**config.mk**
```make
export PLATFORM = sky130hd
export DESIGN_NAME = rst_seq_lock
export DESIGN_NICKNAME = d
export VERILOG_FILES = /design/src/rtl/rst_seq_lock.sv
export SDC_FILE = /design/constraint.sdc
export NUM_CORES = 1
export LEC_CHECK = 0
export BUFFER_PORTS_ARGS = -buffer_cell sky130_fd_sc_hd__buf_2
export CAP_MARGIN = 20
export CORE_UTILIZATION = 64
export DETAILED_ROUTE_END_ITERATION = 10
export GPL_TIMING_DRIVEN = 0
export PLACE_DENSITY = 0.82
export SLEW_MARGIN = 20
export SYNTH_ARGS = -nofsm -noshare
export SYNTH_HDL_FRONTEND = slang
export SYNTH_SLANG_ARGS = --single-unit
export TNS_END_PERCENT = 5
```
**constraint.sdc**
```tcl
create_clock -name clk -period 7.2 [get_ports clk]
set_clock_uncertainty 0.1 [all_clocks]
set_input_delay 0.72 -clock clk [delete_from_list [all_inputs] [get_ports clk]]
set_output_delay 0.72 -clock clk [all_outputs]
set_load 0.05 [all_outputs]
```
**src/rtl/rst_seq_lock.sv**
```systemverilog
// rst_seq_lock: PLL/core reset sequencer.
// Pulses the PLL reset, waits for a stable synchronized lock (with timeout and
// retry), holds the core in reset for a fixed time, then releases it. Lock loss
// restarts the whole sequence; a soft request re-runs only the core hold.
//
// Ports:
//   clk          in   clock (PLL clk_out1)
//   reset        in   synchronous active-high reset
//   locked       in   PLL lock, asynchronous to clk
//   soft_rst_req in   single-cycle request to re-reset the core only
//   pll_reset    out  PLL reset, active high
//   rst_n        out  core reset, active low
//   ready        out  high while in RUN
//   relock_cnt   out  saturating count of PLL retries and lock losses
module rst_seq_lock #(
  parameter int unsigned CW           = 16,
  parameter int unsigned PLL_RST_CYC  = 4,
  parameter int unsigned LOCK_STABLE  = 16,
  parameter int unsigned HOLD_CYC     = 32,
  parameter int unsigned LOCK_TIMEOUT = 1024
) (
  input  logic       clk,
  input  logic       reset,
  input  logic       locked,
  input  logic       soft_rst_req,
  output logic       pll_reset,
  output logic       rst_n,
  output logic       ready,
  output logic [7:0] relock_cnt
);

  localparam logic [CW-1:0] PLL_LAST  = CW'(PLL_RST_CYC - 1);
  localparam logic [CW-1:0] STB_LAST  = CW'(LOCK_STABLE - 1);
  localparam logic [CW-1:0] HOLD_LAST = CW'(HOLD_CYC - 1);
  localparam logic [CW-1:0] TO_LAST   = CW'(LOCK_TIMEOUT - 1);

  typedef enum logic [1:0] {
    S_PLL_RST,
    S_WAIT_LOCK,
    S_HOLD,
    S_RUN
  } state_t;

  state_t          state, state_nx;
  logic [CW-1:0]   cnt, cnt_nx;
  logic [CW-1:0]   stb, stb_nx;
  logic [7:0]      relock_nx;
  logic            relock_inc;
  logic            lock_m, locked_s;

  // Two-flop synchronizer for the asynchronous lock indication
  always_ff @(posedge clk) begin
    if (reset) begin
      lock_m   <= 1'b0;
      locked_s <= 1'b0;
    end else begin
      lock_m   <= locked;
      locked_s <= lock_m;
    end
  end

  // State, counters and outputs; outputs decode the next state so they
  // change on the same edge as the state register.
  always_ff @(posedge clk) begin
    if (reset) begin
      state      <= S_PLL_RST;
      cnt        <= '0;
      stb        <= '0;
      relock_cnt <= 8'd0;
      pll_reset  <= 1'b1;
      rst_n      <= 1'b0;
      ready      <= 1'b0;
    end else begin
      state      <= state_nx;
      cnt        <= cnt_nx;
      stb        <= stb_nx;
      relock_cnt <= relock_nx;
      pll_reset  <= (state_nx == S_PLL_RST);
      rst_n      <= (state_nx == S_RUN);
      ready      <= (state_nx == S_RUN);
    end
  end

  // Next-state and counter logic
  always_comb begin
    state_nx   = state;
    cnt_nx     = cnt;
    stb_nx     = stb;
    relock_inc = 1'b0;

    case (state)
      S_PLL_RST: begin
        cnt_nx = cnt + CW'(1);
        if (cnt == PLL_LAST) begin
          state_nx = S_WAIT_LOCK;
          cnt_nx   = '0;
          stb_nx   = '0;
        end
      end

      S_WAIT_LOCK: begin
        cnt_nx = cnt + CW'(1);
        stb_nx = locked_s ? stb + CW'(1) : '0;
        // Stable lock wins over a simultaneous timeout
        if (locked_s && (stb == STB_LAST)) begin
          state_nx = S_HOLD;
          cnt_nx   = '0;
        end else if (cnt == TO_LAST) begin
          state_nx   = S_PLL_RST;
          cnt_nx     = '0;
          relock_inc = 1'b1;
        end
      end

      S_HOLD: begin
        cnt_nx = cnt + CW'(1);
        if (!locked_s) begin
          state_nx   = S_PLL_RST;
          cnt_nx     = '0;
          relock_inc = 1'b1;
        end else if (cnt == HOLD_LAST) begin
          state_nx = S_RUN;
        end
      end

      S_RUN: begin
        // Lock loss has priority over a soft request
        if (!locked_s) begin
          state_nx   = S_PLL_RST;
          cnt_nx     = '0;
          relock_inc = 1'b1;
        end else if (soft_rst_req) begin
          state_nx = S_HOLD;
          cnt_nx   = '0;
        end
      end

      default: begin
        state_nx = S_PLL_RST;
        cnt_nx   = '0;
        stb_nx   = '0;
      end
    endcase

    relock_nx = (relock_inc && (relock_cnt != 8'hFF)) ? relock_cnt + 8'd1 : relock_cnt;
  end

endmodule

```
==> summary.txt <==
Status
  • Run status: complete, no violations

GRT
  • GRT Total Usage: 25.9%
  • First-pass GRT wire length: 7.20 mm
  • Initial antenna violation count: 0
  • Grt ovf: 0
  • Vias in the first global route: 1691
  • Largest net degree at the start of global routing: 14

Power
  • NetSw: 0.000117 W
  • Cell area power density: 180 nW/um2
  • Peak supply drop: 0.000146 V
  • Pleak: 0.842 nW
  • Flop pwr share: 60.1%
  • Net Sw Frac: 26.5%
  • Comb pwr share: 10.2%
  • Clock share of power: 29.7%
  • Int Power: 0.000324 W

Route
  • Wirelength per Cell: 13.4 um
  • DR vias/cell: 5.93
  • Drt initial violations: 75
  • Remaining DRCs: 0
  • Routed wire length: 4.53 mm
  • DRT Pass-1 Iters: 4
  • Final ANT Viol Nets: 0
  • Vias: 2006

Setup path
  • Reg2Reg Depth: 8
  • Reg2reg end: cnt[12]
  • Critical Path RT: 7.37 ns
  • Crit-path max FO: 10
  • Arrival time at the worst endpoint: 2.78 ns
  • CP startpoint: cnt[1]
  • Critical path class: register to register
  • R2R setup slack: 4.59 ns
  • Critical Path Source Type: register
  • Reg-to-Reg Start: cnt[1]
  • CP endpoint: cnt[12]
  • CP Capture Type: register

Placed design
  • Placer Congestion: 0.866
  • Post-DP HPWL: 3.23 mm
  • PortBufs: 13

Timing
  • Max-slew headroom: 50.6%
  • Max-slew violations: 0
  • TNS Setup: 0 ns
  • Worst-margin pin slew: 0.734 ns
  • RSZ-0062 raised after global routing: false
  • Minimum clock period: 2.61 ns
  • Final hold violation count: 0
  • Fin crit share: 36.3%
  • Final setup viols: 0
  • Fmax: 383 MHz

Floorplan
  • Area of the core: 3360 um2
  • Full die area: 3790 um2
  • Starting density of the core: 67.6%
  • Die width: 61.6 um
  • Die Height: 61.6 um
  • # rows: 21
  • I/O pins: 15

Finish
  • Layout area overhead: 8.04%
  • Diodes inserted: 0
  • Fin util: 73.0%
  • Share of cells above drive strength 1: 13.7%
  • Fill cells: 284
  • Final #Nets: 298

Clocking
  • Clock sinks: 46
  • Hold_buf cts: 0
  • Post-CTS sizing: 0
  • Clk slew on worst S/H paths: 0.14 ns
  • Clock Tree Buf Depth: 2
  • Worst skew pair latency: 0.37 ns
  • Postcts setup bufs: 0
  • CTS root buf: clkbuf_4
  • CTS tree: done
  • H-tree Lvls: 2
  • CTS buffer count: 5

Logic synthesis
  • Mapped Cells: 271
  • Mean post-synth cell area: 8.39 um2
  • Post-Synthesis Cell Area: 2270 um2
  • Library cells used by synthesis: 51
  • Post-synth EDFFs: 0
  • Yosys top cell area share: 40.5%
  • Most frequent cells after synthesis: nor2_1, dfxtp_1, nand2_1, nand3_1, a21oi_1
  • Cell with the most instances after synthesis: nor2_1
  • Post-Syn Nets: 278
  • Number of synthesized register bits: 46
  • Synth area leader: dfxtp_1
  • Most common flop cell mapped by yosys: dfxtp_1
  • Seq/Total Area, Yosys: 40.5%
  • Yosys warning total: 0
  • Ys async rst share: 0%
  • Largest cells by area after synthesis: dfxtp_1, nor2_1, nand3_1

Run
  • # Max-Cap Violations: 0

Hold path
  • Worst hold path type: register to register
==> cells by family (layout without fill, tap and decap cells) <==
logic type,count (synthesis),after routing,synth area share (%)
buffers and inverters,13,34,3.03
XOR/XNOR,18,18,6.93
flip-flops,46,46,40.5
AO/OA/AOI/OAI,47,47,13.9
adder cells (fa/ha/maj),3,3,1.65
AND/OR/NAND/NOR,140,140,31.9
multiplexers,4,4,2.09
==> per-layer routing <==
layer | wire length (um) | GRT usage, % | vias up
met5 | 0 | 0 | -
met4 | 46 | 7.62 | 0
li1 | - | - | 1022
met2 | 2210 | 43.9 | 34
met1 | 2120 | 31.7 | 945
met3 | 154 | 7.56 | 5
==> area by class of cell <==
class | count | area [um2] | area share [%]
multi-input combinational | 212 | 1280 | 52.3
sequential | 46 | 921 | 37.5
timing repair buffer | 13 | 65.1 | 2.65
buffer | 12 | 65.1 | 2.65
tap | 46 | 57.6 | 2.34
clock buffer | 7 | 55.1 | 2.24
clock inverter | 1 | 5.00 | 0.204
inverter | 1 | 3.75 | 0.153
==> critical path, cell delays in order, from the launching register on <==
cell and delay, ns:
dfxtp_1 0.40, ha_1 0.23, or4b_4 0.49, nor4_4 0.35
a311o_1 0.27, o22ai_1 0.15, a21oi_2 0.26, buf_4 0.21
nor2_1 0.06
==> worst min path at each step <==
| stage | startpoint | endpoint | slack, ns | cells past startpoint |
|---|---|---|---|---|
| final | lock_m | locked_s | 0.35 | 1 |
| after global routing | lock_m | locked_s | 0.38 | 1 |
| after CTS | lock_m | locked_s | 0.36 | 1 |
| after detailed placement | lock_m | locked_s | 0.32 | 1 |
| after global placement | lock_m | locked_s | 0.32 | 1 |
| after floorplan | lock_m | locked_s | 0.31 | 1 |
==> state kept, by name, summed over array words and instances (netlist names) <==
signal      flops
pll_reset       1
lock_m          1
relock_cnt      8
cnt            16
ready           1
state           2
locked_s        1
stb            16
==> layout by cell type (no fill, tap or decap), types with 3 or more instances in the layout <==
cell,instances
and3_1,3
a21oi_1,13
nor4_1,4
dfxtp_1,46
nand2_1,18
o21ai_0,10
a311oi_1,5
clkbuf_1,8
a41oi_1,3
nor2b_1,4
clkbuf_4,5
o21ai_1,3
buf_2,14
and2_1,4
xor2_1,9
buf_4,3
nand4_1,7
xnor2_1,9
a31oi_1,4
ha_1,3
nor3_1,12
nand3_1,16
nor2_1,52
==> metrics by stage <==
step	setup slack, ns	instance area (um2)	std cells	total power [W]	hold slack, ns
2_1_floorplan	4.86	2270	271	0.000304	0.314
3_3_place_gp	4.64	2400	330	0.000314	0.325
3_5_place_dp	4.59	2400	330	0.000315	0.324
4_1_cts	4.57	2460	338	0.000443	0.358
5_1_grt	4.40	2460	338	0.000461	0.385
6_report	4.59	2460	338	0.000441	0.352
==> power by group through the flow <==
stage               clock, W  sequential (W)  combinational, W
floorplan                  0        0.000272         0.0000328
global placement           0        0.000271         0.0000436
detailed placement         0        0.000271         0.0000447
CTS                 0.000133        0.000265         0.0000448
global route        0.000145        0.000266         0.0000504
finish              0.000131        0.000265         0.0000448
Note: power is estimated with default switching activity, not from simulation.
